**config.mk**
```make
export PLATFORM = sky130hd
export DESIGN_NAME = multicycle_ctrl
export DESIGN_NICKNAME = d
export VERILOG_FILES = /design/src/rtl/mc_pkg.sv /design/src/rtl/mc_decode.sv /design/src/rtl/multicycle_ctrl.sv
export SDC_FILE = /design/constraint.sdc
export NUM_CORES = 1
export LEC_CHECK = 0
export BUFFER_PORTS_ARGS = -buffer_cell sky130_fd_sc_hd__buf_2
export CAP_MARGIN = 30
export CORE_MARGIN = 10
export CORE_UTILIZATION = 46
export CTS_BUF_LIST = sky130_fd_sc_hd__clkbuf_4
export CTS_CLUSTER_SIZE = 10
export DETAILED_ROUTE_END_ITERATION = 16
export PLACE_DENSITY_LB_ADDON = 0.1
export RECOVER_POWER = 100
export SLEW_MARGIN = 40
export SYNTH_ARGS = -nofsm -noshare
export SYNTH_HDL_FRONTEND = slang
export SYNTH_SLANG_ARGS = --single-unit
```
**constraint.sdc**
```tcl
create_clock -name clk -period 4.1 [get_ports clk]
set_input_delay 0 -clock clk [delete_from_list [all_inputs] [get_ports clk]]
set_output_delay 0 -clock clk [all_outputs]
set_load 0.005 [all_outputs]
```
**src/rtl/mc_pkg.sv**
```systemverilog
// Shared encodings for the multi-cycle MIPS controller: FSM states, opcode/funct
// values, datapath select codes and the bundled control word.
package mc_pkg;

  localparam logic [3:0] S_FETCH   = 4'd0;
  localparam logic [3:0] S_DECODE  = 4'd1;
  localparam logic [3:0] S_EXE     = 4'd2;
  localparam logic [3:0] S_ALU_WB  = 4'd3;
  localparam logic [3:0] S_MEM_ADR = 4'd4;
  localparam logic [3:0] S_MEM_RD  = 4'd5;
  localparam logic [3:0] S_MEM_WB  = 4'd6;
  localparam logic [3:0] S_MEM_WR  = 4'd7;
  localparam logic [3:0] S_BRANCH  = 4'd8;
  localparam logic [3:0] S_JUMP    = 4'd9;

  localparam logic [5:0] OP_RTYPE = 6'b000000;
  localparam logic [5:0] OP_ORI   = 6'b001101;
  localparam logic [5:0] OP_LUI   = 6'b001111;
  localparam logic [5:0] OP_ADDI  = 6'b001000;
  localparam logic [5:0] OP_LW    = 6'b100011;
  localparam logic [5:0] OP_SW    = 6'b101011;
  localparam logic [5:0] OP_BEQ   = 6'b000100;
  localparam logic [5:0] OP_J     = 6'b000010;

  localparam logic [5:0] FN_ADD  = 6'b100000;
  localparam logic [5:0] FN_ADDU = 6'b100001;
  localparam logic [5:0] FN_SUBU = 6'b100011;
  localparam logic [5:0] FN_SLT  = 6'b101010;

  localparam logic [2:0] ALU_ADD = 3'b000;
  localparam logic [2:0] ALU_SUB = 3'b001;
  localparam logic [2:0] ALU_OR  = 3'b010;
  localparam logic [2:0] ALU_SLT = 3'b011;
  localparam logic [2:0] ALU_LUI = 3'b100;

  localparam logic [1:0] EXT_ZERO  = 2'b00;
  localparam logic [1:0] EXT_SIGN  = 2'b01;
  localparam logic [1:0] EXT_UPPER = 2'b10;

  localparam logic [1:0] PC_SEQ = 2'b00;
  localparam logic [1:0] PC_BR  = 2'b01;
  localparam logic [1:0] PC_JMP = 2'b10;

  localparam logic [1:0] RD_RT  = 2'b00;
  localparam logic [1:0] RD_RD  = 2'b01;
  localparam logic [1:0] RD_OVF = 2'b10;

  localparam logic [1:0] WB_ALU = 2'b00;
  localparam logic [1:0] WB_MDR = 2'b01;
  localparam logic [1:0] WB_ONE = 2'b10;

  localparam logic [1:0] SB_B      = 2'b00;
  localparam logic [1:0] SB_FOUR   = 2'b01;
  localparam logic [1:0] SB_IMM    = 2'b10;
  localparam logic [1:0] SB_IMM_SH = 2'b11;

  typedef enum logic [2:0] {
    CL_NOP, CL_ALU, CL_LW, CL_SW, CL_BEQ, CL_J
  } iclass_e;

  typedef struct packed {
    logic       pc_write;
    logic       pc_write_cond;
    logic [1:0] pc_src;
    logic       ir_write;
    logic [1:0] reg_dst;
    logic       reg_write;
    logic       alu_src_a;
    logic [1:0] alu_src_b;
    logic [1:0] mem_to_reg;
    logic       mem_read;
    logic       mem_write;
    logic [2:0] alu_op;
    logic [1:0] ext_op;
    logic       wr_gpr30;
  } ctrl_t;

endpackage

```
**src/rtl/mc_decode.sv**
```systemverilog
// Combinational instruction classifier: opcode/funct -> class plus the ALU
// operation and immediate extension used in the EXE state.
module mc_decode
  import mc_pkg::*;
(
  input  logic [5:0] opcode_i,
  input  logic [5:0] funct_i,
  output iclass_e    cls_o,
  output logic       rtype_o,
  output logic       add_ovf_o,
  output logic [2:0] alu_op_o,
  output logic [1:0] ext_op_o
);

  always_comb begin
    cls_o     = CL_NOP;
    rtype_o   = (opcode_i == OP_RTYPE);
    add_ovf_o = 1'b0;
    alu_op_o  = ALU_ADD;
    ext_op_o  = EXT_ZERO;
    case (opcode_i)
      OP_RTYPE: begin
        // unsupported funct codes fall through as NOP
        case (funct_i)
          FN_ADD:  begin cls_o = CL_ALU; add_ovf_o = 1'b1; end
          FN_ADDU: cls_o = CL_ALU;
          FN_SUBU: begin cls_o = CL_ALU; alu_op_o = ALU_SUB; end
          FN_SLT:  begin cls_o = CL_ALU; alu_op_o = ALU_SLT; end
          default: cls_o = CL_NOP;
        endcase
      end
      OP_ORI:  begin cls_o = CL_ALU; alu_op_o = ALU_OR; end
      OP_LUI:  begin cls_o = CL_ALU; alu_op_o = ALU_LUI; ext_op_o = EXT_UPPER; end
      OP_ADDI: begin cls_o = CL_ALU; ext_op_o = EXT_SIGN; add_ovf_o = 1'b1; end
      OP_LW:   cls_o = CL_LW;
      OP_SW:   cls_o = CL_SW;
      OP_BEQ:  cls_o = CL_BEQ;
      OP_J:    cls_o = CL_J;
      default: cls_o = CL_NOP;
    endcase
  end

endmodule

```
**src/rtl/multicycle_ctrl.sv**
```systemverilog
// Moore FSM driving the multi-cycle MIPS datapath enables and mux selects.
// Define MC_OVF_GPR30_EN to redirect add/addi overflow results into GPR_OVF_IDX.
module multicycle_ctrl
  import mc_pkg::*;
#(
  parameter int unsigned GPR_OVF_IDX = 30
) (
  input  logic       clk,
  input  logic       reset,
  input  logic [5:0] opcode,
  input  logic [5:0] funct,
  input  logic       zero,
  input  logic       overflow,
  input  logic       dm_ready,
  output logic       PCWrite,
  output logic       PCWriteCond,
  output logic [1:0] PCSrc,
  output logic       IRWrite,
  output logic [1:0] RegDst,
  output logic       RegWrite,
  output logic       ALUSrcA,
  output logic [1:0] ALUSrcB,
  output logic [1:0] MemtoReg,
  output logic       MemRead,
  output logic       MemWrite,
  output logic [2:0] ALUOp,
  output logic [1:0] ExtOp,
  output logic       WriteToGPR_30,
  output logic [3:0] state
);

  logic [3:0] state_q, state_d;
  iclass_e    cls;
  logic       rtype, add_ovf, ovf_wb;
  logic [2:0] exe_alu_op;
  logic [1:0] exe_ext_op;
  ctrl_t      c, o;
  logic       unused_sink;

  mc_decode u_decode (
    .opcode_i  (opcode),
    .funct_i   (funct),
    .cls_o     (cls),
    .rtype_o   (rtype),
    .add_ovf_o (add_ovf),
    .alu_op_o  (exe_alu_op),
    .ext_op_o  (exe_ext_op)
  );

  always_comb begin
    state_d = S_FETCH;
    case (state_q)
      S_FETCH:  state_d = S_DECODE;
      S_DECODE: begin
        case (cls)
          CL_ALU:        state_d = S_EXE;
          CL_LW, CL_SW:  state_d = S_MEM_ADR;
          CL_BEQ:        state_d = S_BRANCH;
          CL_J:          state_d = S_JUMP;
          default:       state_d = S_FETCH;
        endcase
      end
      S_EXE:     state_d = S_ALU_WB;
      S_MEM_ADR: state_d = (cls == CL_LW) ? S_MEM_RD : S_MEM_WR;
      S_MEM_RD:  state_d = dm_ready ? S_MEM_WB : S_MEM_RD;
      S_MEM_WR:  state_d = dm_ready ? S_FETCH : S_MEM_WR;
      default:   state_d = S_FETCH;
    endcase
  end

  always_ff @(posedge clk) begin
    if (reset) state_q <= S_FETCH;
    else       state_q <= state_d;
  end

`ifdef MC_OVF_GPR30_EN
  logic ovf_q, ovf_d;

  always_comb begin
    ovf_d = ovf_q;
    if (state_q == S_FETCH)    ovf_d = 1'b0;
    else if (state_q == S_EXE) ovf_d = overflow;
  end

  always_ff @(posedge clk) begin
    if (reset) ovf_q <= 1'b0;
    else       ovf_q <= ovf_d;
  end

  // index 0 is the hardwired zero register, so redirecting there is pointless
  assign ovf_wb      = ovf_q & add_ovf & (GPR_OVF_IDX != 32'd0);
  assign unused_sink = zero;
`else
  assign ovf_wb      = 1'b0;
  assign unused_sink = ^{zero, overflow, add_ovf, 5'(GPR_OVF_IDX)};
`endif

  always_comb begin
    c = '0;
    case (state_q)
      S_FETCH: begin
        c.ir_write  = 1'b1;
        c.pc_write  = 1'b1;
        c.alu_src_b = SB_FOUR;
        c.alu_op    = ALU_ADD;
        c.pc_src    = PC_SEQ;
      end
      S_DECODE: begin
        c.alu_src_b = SB_IMM_SH;
        c.ext_op    = EXT_SIGN;
      end
      S_EXE: begin
        c.alu_src_a = 1'b1;
        c.alu_src_b = rtype ? SB_B : SB_IMM;
        c.alu_op    = exe_alu_op;
        c.ext_op    = exe_ext_op;
      end
      S_ALU_WB: begin
        c.reg_write  = 1'b1;
        c.mem_to_reg = ovf_wb ? WB_ONE : WB_ALU;
        c.reg_dst    = ovf_wb ? RD_OVF : (rtype ? RD_RD : RD_RT);
        c.wr_gpr30   = ovf_wb;
      end
      S_MEM_ADR: begin
        c.alu_src_a = 1'b1;
        c.alu_src_b = SB_IMM;
        c.ext_op    = EXT_SIGN;
        c.alu_op    = ALU_ADD;
      end
      S_MEM_RD: c.mem_read = 1'b1;
      S_MEM_WB: begin
        c.reg_write  = 1'b1;
        c.mem_to_reg = WB_MDR;
        c.reg_dst    = RD_RT;
      end
      S_MEM_WR: c.mem_write = 1'b1;
      S_BRANCH: begin
        c.alu_src_a     = 1'b1;
        c.alu_src_b     = SB_B;
        c.alu_op        = ALU_SUB;
        c.pc_write_cond = 1'b1;
        c.pc_src        = PC_BR;
      end
      S_JUMP: begin
        c.pc_write = 1'b1;
        c.pc_src   = PC_JMP;
      end
      default: c = '0;
    endcase
    o = reset ? '0 : c;
  end

  assign PCWrite       = o.pc_write;
  assign PCWriteCond   = o.pc_write_cond;
  assign PCSrc         = o.pc_src;
  assign IRWrite       = o.ir_write;
  assign RegDst        = o.reg_dst;
  assign RegWrite      = o.reg_write;
  assign ALUSrcA       = o.alu_src_a;
  assign ALUSrcB       = o.alu_src_b;
  assign MemtoReg      = o.mem_to_reg;
  assign MemRead       = o.mem_read;
  assign MemWrite      = o.mem_write;
  assign ALUOp         = o.alu_op;
  assign ExtOp         = o.ext_op;
  assign WriteToGPR_30 = o.wr_gpr30;
  assign state         = reset ? S_FETCH : state_q;

endmodule

```
After elaboration in Yosys (flattened, before gate mapping)
Index checks and enable logic that the tools add are counted.
{ "classes": {"eq_ne": 25, "n_mux": 26, "n_mul": 0, "n_addsub": 0, "magnitude_cmp": 0, "n_reduce_logical": 8, "n_shift": 0, "div_mod_pow": 0, "bitwise_logic": 0} }
{ "op_table": {"columns": ["cell", "n"], "rows": [
  ["== test 6 bit, second input constant", 6],
  ["case mux 4 bit (6 select lines)", 1],
  ["two-way mux 21 bit", 1],
  ["case mux 2 bit (2 select lines)", 5],
  ["== test 6 x 4 -> 1 bit, second input constant", 3],
  ["case mux 3 bit (6 select lines)", 1],
  ["== test 4 x 3 -> 1 bit, second input constant", 4],
  ["case mux 4 bit (4 select lines)", 1],
  ["two-way mux 1 bit", 9],
  ["case mux 3 bit (3 select lines)", 1],
  ["== test 4 x 2 -> 1 bit, second input constant", 2],
  ["== test 4 bit, second input constant", 2],
  ["case mux 2 bit (4 select lines)", 1],
  ["== test 3 x 2 -> 1 bit, second input constant", 2],
  ["== test 3 bit, second input constant", 2],
  ["== test 6 x 2 -> 1 bit, second input constant", 1],
  ["== test 6 x 3 -> 1 bit, second input constant", 1],
  ["zero test 6 bit", 1],
  ["two-way mux 2 bit", 3],
  ["case mux 3 bit (2 select lines)", 1],
  ["OR reduction 2 bit", 3],
  ["OR reduction 3 bit", 2],
  ["== test 4 x 1 -> 1 bit, second input constant", 1],
  ["zero test 4 bit", 1],
  ["other kinds (4)", 4]
]} }
{ "word_totals": {"n_memories": 0, "rom_bits": 0, "wordCells": 60, "in_bits": 17, "reg_bits": 4, "latchBits": 0, "output_inout_bits": 25, "mem_bits_rw": 0} }

Logic depth before layout (Yosys ltp)
Gate-level depths: netlist of run 1.
{ "depth": {"ltp_word": 8, "depth_mapped": 5, "ltp_nobuf": 4} }

Cells and area by module
From an unflattened synthesis of run 1, not the netlist that was laid out.
{ "unflattened": {"cells_unflattened": 115, "area_unflattened_um2": 789.5} }
{ "by_module_without_submodules": {"columns": ["mod", "area_per_inst_um2", "instances", "seq_area_each_um2", "cells_each"], "rows": [
  ["multicycle_ctrl", 579.3, 1, 80.1, 82],
  ["mc_decode", 210.2, 1, 0.0, 33]
]} }

Worst setup path after synthesis of run 1
OpenSTA, ideal clock, no wires.
{ "synth_timing": {"kind": "register to register", "from": "register state_q[3]", "to": "register state_q[0]", "stages_incl_launch_ff": 6, "synth_period_minus_slack_ps": 1541, "slack_ps": 2559, "setup_ps": 69, "required_time_ps": 4031, "n_path_buf": 1, "t_arrival_ps": 1472, "cell_sequence": "dfxtp_1 > buf_2 > nor4_2 > nand2_1 > or4_1 > o21ai_1"} }
{ "synth_between": {"elab_chain_len": 2, "word_cells_on_any_way": 7, "cone_classes": "eq/ne (5); mux (1); reduce/logical (1)"} }
{ "synth_lines": {"columns": ["element", "line_no", "rtl"], "rows": [
  ["start, declared", "multicycle_ctrl.sv:32", "logic [3:0] state_q, state_d;"],
  ["start signal, assigned", "multicycle_ctrl.sv:73", "else state_q <= state_d;"],
  ["== test 4 x 3 -> 1 bit (tied with other cells)", "multicycle_ctrl.sv:52", "case (state_q)"],
  ["case mux 4 bit (6 select lines) *", "multicycle_ctrl.sv:52", null]
]} }
Every way passes the cells marked *; elsewhere a longest branch is shown, timed or not.
A chain may end at the register's enable or synchronous reset.

Worst setup path in the final report of run 1
{ "layout_timing": {"from": "register state_q[1]", "to": "register state_q[0]"} }
The elaborated chain is that of the path after synthesis.

==> results.py, run 1 <==
metrics = {
    "sta": {
        "hold_viol": 0,
        "max_freq_mhz": 517,
        "fin_skew_ns": 0.00223,
        "rsz0062_at_grt": "no",
        "tightestPinTransition_ns": 0.727,
        "period_share_pct": 47.1,
        "fin_tns_setup_ns": 0,
        "relSlewSlack_pct": 51.1,
        "setup_violations": 0,
        "final-max-slew-violation-count": 0,
        "setup_ws_ns": 2.17,
        "min_period_ns": 1.93,
    },
    "final_layout": {
        "final_cell_mix": "buf_2 (18), clkbuf_1 (17), nor2_1 (7)",
        "area_growth_pct": 22.2,
        "fin_nets": 142,
        "instances_no_fill": 138,
        "largest_reg_flops": 4,
        "top_register": "state_q",
        "drive_gt1_share_pct": 18.7,
        "antennaDiodeCount": 0,
        "fillers": 146,
        "reg_top3": "state_q x4",
        "layout_commonest_cell": "buf_2",
    },
    "global_routing": {
        "antenna_found_initial": 0,
        "grt_pass1_wl_um": 3240,
        "grt_pass1_vias": 734,
        "globalRouteOverflowTotal": 0,
        "grt_max_degree": 13,
        "grtUsageTotal_pct": 11.4,
    },
    "critical_path": {
        "crit_required_ns": 4.25,
        "cp.arrival_ns": 2.08,
        "cp-end-kind": "flop",
        "path_class": "reg -> reg",
        "crit_fanout": 12,
        "r2r_setup_slack_ns": 2.17,
        "startpoint": "state_q[1]",
        "r2r-end": "state_q[0]",
        "endpoint": "state_q[0]",
        "reg2reg_depth": 4,
        "reg2reg_from": "state_q[1]",
        "cp-start-kind": "flop",
    },
    "outcome": {
        "status": "completed",
    },
    "die": {
        "ios": 42,
        "die_height_um": 57.2,
        "rows": 13,
        "die-area_sq_mm": 0.00328,
        "start_util_pct": 49.0,
        "core_area_sq_mm": 0.00130,
        "die_w_um": 57.2,
    },
    "clock_network": {
        "clockRootBuffer": "clkbuf_4",
        "clk_latency_ns": 0.23,
        "cts_resized": 0,
        "cts_hold_buf": 0,
        "clock_path_buffers": 2,
        "numCtsBuffers": 3,
        "h-tree-depth": 1,
        "cts_tree": "done",
        "cts_sinks": 4,
        "clkSlewWorstSetupHoldPaths_ns": 0.04,
        "postCtsSetupRepairBufs": 0,
    },
    "pwr": {
        "power_w": 0.000130,
        "p_per_area_mw_per_mm2": 167,
        "p_leak_nw": 0.336,
        "peakVddDrop_mv": 0.149,
    },
    "route": {
        "dr.pass1.iters": 4,
        "drc_errors": 0,
        "ant_nets": 0,
        "wl_per_cell_um": 14.2,
        "drt-initial-drc-count": 19,
        "wl_um": 1960,
        "vias": 747,
        "detail_route.vias_per_cell": 5.41,
    },
    "synthesis": {
        "synthTopCellsByArea": "dfxtp_1 (13%), nand2b_1 (5.9%), xnor2_1 (5.5%)",
        "yosys_warnings": 0,
        "seq_area_frac_synth_pct": 12.5,
        "ys_seq_elements": 4,
        "syn_area_per_cell_sq_um": 7.01,
        "syn_area_sq_um": 638,
        "yosysTopAreaCellShare_pct": 12.5,
        "synth_top_cell_by_area": "dfxtp_1",
        "ys_types": 40,
        "synthesis.instances": 91,
    },
    "placement": {
        "place.gp.congestion": 0.801,
        "port_buffers": 36,
        "place_ws_ns": 2.36,
        "placedCellCount": 135,
        "dp_hpwl_um": 1600,
    },
    "run": {
        "cap_violations": 0,
    },
    "hold_path": {
        "worstHoldPathType": "in -> reg",
    },
}
[synth_stat cells (all sizes together)]
master,n
buf,8
nor2,7
nand2b,6
nor3,6
and3,5
nand3,5
nor2b,5
dfxtp,4
nor4,4
xnor2,4
a21oi,3
inv,3
or3,3
a211o,2
a21boi,2
nand2,2
o21a,2
o21ai,2
or4,2
or4b,2
xor2,2
a211oi,1
a31oi,1
a41o,1
and2,1
clkbuf,1
conb,1
nand4,1
nor4b,1
o211ai,1
o21bai,1
o22a,1
or2,1
[worst min path at each step]
| stage | start | depth (start not counted) | slack [ns] | endpoint |
|---|---|---|---|---|
| finish | opcode[0] | 3 | 0.14 | state_q[3] |
| CTS | opcode[0] | 3 | 0.13 | state_q[3] |
| detailed placement | funct[1] | 3 | 0.33 | ALUOp[0] |
| floorplan | reset | 1 | 0.03 | ALUSrcB[0] |
| global route | opcode[0] | 3 | 0.15 | state_q[3] |
| global placement | funct[1] | 3 | 0.32 | ALUOp[0] |
[worst max-delay path, stage by stage (launching register included)]
cell     delay, ns
dfxtp_1       0.42
nor4_1        0.60
nand2_1       0.14
or4_1         0.53
o21ai_0       0.17
[where the power goes]
group,switching [W],internal (W)
registers,0.00000339,0.0000403
logic,0.0000221,0.0000177
clock network,0.0000138,0.0000326
[final cells by class]
cell class	instances	area, sq um	share of cell area [%]
Timing Repair Buffer	36	158	20.2
Sequential cell	4	80.1	10.3
Multi-Input combinational cell	77	489	62.8
Tap cell	15	18.8	2.41
Clock buffer	3	22.5	2.89
Inverter	3	11.3	1.44
[routing by layer]
metal | vias to the layer above | track usage [%] | wire (um)
met3 | 0 | 4.65 | 215
met2 | 24 | 18.3 | 898
li1 | 390 | - | -
met5 | - | 0 | 0
met4 | 0 | 3.36 | 0
met1 | 333 | 13.6 | 844
[cell families (layout without fill, tap and decap cells)]
group                     after synthesis  count (layout)  share of synthesized area (%)
other                                   1               3                          0.588
and+or+nand+nor                        51              51                           48.8
xor gates and xnor gates                6               6                           8.24
DFF                                     4               4                           12.5
AOI/OAI and AO/OA                      17              17                           18.8
buffers and inverters                  12              42                           11.0
[through the flow]
stage | util (%) | hold slack, ns | area, sq um
after floorplan | - | 0.0271 | 646
after global placement | 60.4 | 0.325 | 786
after detailed placement | 60.4 | 0.327 | 786
after CTS | 62.1 | 0.127 | 808
after global routing | 59.9 | 0.147 | 779
final | 59.9 | 0.138 | 779
Note: power is estimated with default switching activity, not from simulation.
==> run 2, diff against run 1 <==
- ABC_AREA: not set -> 1
- CORE_UTILIZATION: 46 -> 38
- clock period: 4.1 -> 1.7 ns (I/O delays scaled with it)
==> results.py, run 2 <==
metrics = {
    "synthesis": {
        "synthTopCellsByArea": "nand2_1 (13%), dfxtp_1 (13%), nor2_1 (13%)",
        "syn_area_per_cell_sq_um": 5.45,
        "yosys_warnings": 0,
        "ys_types": 25,
        "yosysMostFrequentCell": "nand2_1",
        "syn_area_sq_um": 622,
        "ys_seq_elements": 4,
        "seq_area_frac_synth_pct": 12.9,
        "synthFlopType": "dfxtp_1",
        "synth_top_cell_by_area": "nand2_1",
        "yosysTopAreaCellShare_pct": 13.3,
        "synth_edf_count": 0,
        "synth_common_cells": "nand2_1 (22), nor2_1 (21), inv_1 (15), nand3_1 (9)",
        "synth_async_sr_flop_share_pct": 0,
        "synthesis.instances": 114,
    },
    "die": {
        "start_util_pct": 40.8,
        "die_height_um": 60.5,
        "core_area_sq_mm": 0.00152,
        "die_w_um": 60.5,
        "ios": 42,
        "die-area_sq_mm": 0.00365,
        "rows": 14,
    },
    "outcome": {
        "status": "completed",
    },
    "critical_path": {
        "crit_fanout": 6,
        "path_class": "reg -> out",
        "slowest_stage": "dfxtp_1",
        "cp-end-kind": "output port",
        "cp_top_family": "simple AND/OR/NAND/NOR gates",
        "cp.arrival_ns": 1.52,
        "critPathBufInv": 2,
        "crit_required_ns": 1.70,
        "path_cells": "inv_1 -> nor2_4 -> nand3_2 -> nor2_2 -> nand2_1 -> o31ai_2 -> clkbuf_1",
        "cp-start-kind": "flop",
        "max_stage_delay_ns": 0.43,
    },
    "placement": {
        "placedCellCount": 162,
        "port_buffers": 36,
        "dp_hpwl_um": 1610,
        "place.gp.congestion": 0.843,
    },
    "clock_network": {
        "postCtsSetupRepairBufs": 0,
        "clk_latency_ns": 0.23,
        "clockRootBuffer": "clkbuf_4",
        "cts_hold_buf": 0,
        "cts_resized": 0,
        "h-tree-depth": 1,
        "cts_tree": "done",
        "numCtsBuffers": 3,
        "cts_sinks": 4,
        "clkSlewWorstSetupHoldPaths_ns": 0.04,
        "clock_path_buffers": 2,
    },
    "final_layout": {
        "fin_nets": 168,
        "final_cell_mix": "buf_2 (23), nor2_1 (22), nand2_1 (22)",
        "drive_gt1_share_pct": 24.8,
        "antennaDiodeCount": 0,
        "instances_no_fill": 165,
        "layout_commonest_cell": "buf_2",
        "largest_reg_flops": 4,
        "reg_top3": "state_q x4",
        "top_register": "state_q",
        "fillers": 193,
        "area_growth_pct": 27.2,
    },
    "global_routing": {
        "grtUsageTotal_pct": 9.40,
        "grt_pass1_wl_um": 2830,
        "grt_max_degree": 18,
        "antenna_found_initial": 0,
        "globalRouteOverflowTotal": 0,
        "grt_pass1_vias": 675,
    },
    "sta": {
        "max_freq_mhz": 659,
        "fin_tns_setup_ns": 0,
        "final-max-slew-violation-count": 0,
        "period_share_pct": 89.2,
        "rsz0062_at_grt": "no",
        "setup_violations": 0,
        "fin_skew_ns": 0.00474,
        "min_period_ns": 1.52,
        "hold_viol": 0,
    },
    "route": {
        "detail_route.vias_per_cell": 4.76,
        "wl_per_cell_um": 11.1,
        "drt-initial-drc-count": 8,
        "wl_um": 1830,
        "dr.pass1.iters": 4,
        "ant_nets": 0,
        "vias": 786,
        "drc_errors": 0,
    },
    "pwr": {
        "p_per_area_mw_per_mm2": 408,
        "power_w": 0.000322,
        "peakVddDrop_mv": 0.341,
        "p_leak_nw": 0.424,
    },
    "hold_path": {
        "worstHoldPathType": "in -> reg",
    },
    "run": {
        "cap_violations": 0,
    },
}
## run 2: changes by cell type after synthesis, sizes merged, moves of 5 or more
cell	previous run	this run
and3	5	0
nand3	5	10
nor2b	5	0
inv	3	19
nor2	7	28
nand2b	6	0
nand2	2	23
## run 2: final timing paths
check | to | start | cells after the start | slack [ns]
setup reg to reg | state_q[1] | state_q[2] | 8 | 0.45
hold / removal | state_q[3] | opcode[2] | 3 | 0.11
setup / recovery | ALUOp[1] | state_q[1] | 7 | 0.18
hold reg to reg | state_q[0] | state_q[0] | 2 | 0.58
## run 2: logic make-up after synthesis
logic type,Yosys count,synth area share [%]
AO/OA/AOI/OAI,13,12.9
other,1,0.603
flip-flops,4,12.9
buffers and inverters,25,17.7
AND/OR/NAND/NOR,71,55.9
## run 2: per-stage QoR
| step | utilization [%] | instance area, sq um | hold WS [ns] | setup slack [ns] |
|---|---|---|---|---|
| global route | 51.9 | 791 | 0.122 | 0.0762 |
| CTS | 53.4 | 813 | 0.103 | 0.234 |
| detailed placement | 51.9 | 791 | 0.322 | 0.479 |
| floorplan | - | 629 | 0.0544 | 0.691 |
| finish | 51.9 | 791 | 0.110 | 0.183 |
| global placement | 51.9 | 791 | 0.319 | 0.490 |
## run 2: metal layers
layer | global-route usage (%) | share of wire [%]
met5 | 0 | 0
met4 | 1.88 | 0
met3 | 3.13 | 10
met2 | 15.4 | 46
met1 | 11.7 | 44
## run 2: area by class of cell
cell class              count  area (sq um)  share of cell area (%)
well taps                  16          20.0                    2.53
inverters                  19          71.3                    9.02
multi-input cells          87           432                    54.6
flip-flops and latches      4          80.1                    10.1
clock buffers               3          22.5                    2.85
repair buffers             36           165                    20.9
## run 2: tightest hold or removal path, delay by kind of cell
family	cells	cell delay, ns
buffers and inverters	1	0.13
AND/OR/NAND/NOR	1	0.09
AO/OA/AOI/OAI	1	0.06
## run 2: power breakdown
part           internal [W]  switching, W  total (W)
Sequential        0.0000981    0.00000423   0.000102
Combinational     0.0000390     0.0000675   0.000106
Clock             0.0000787     0.0000349   0.000114
Total              0.000216      0.000107   0.000322
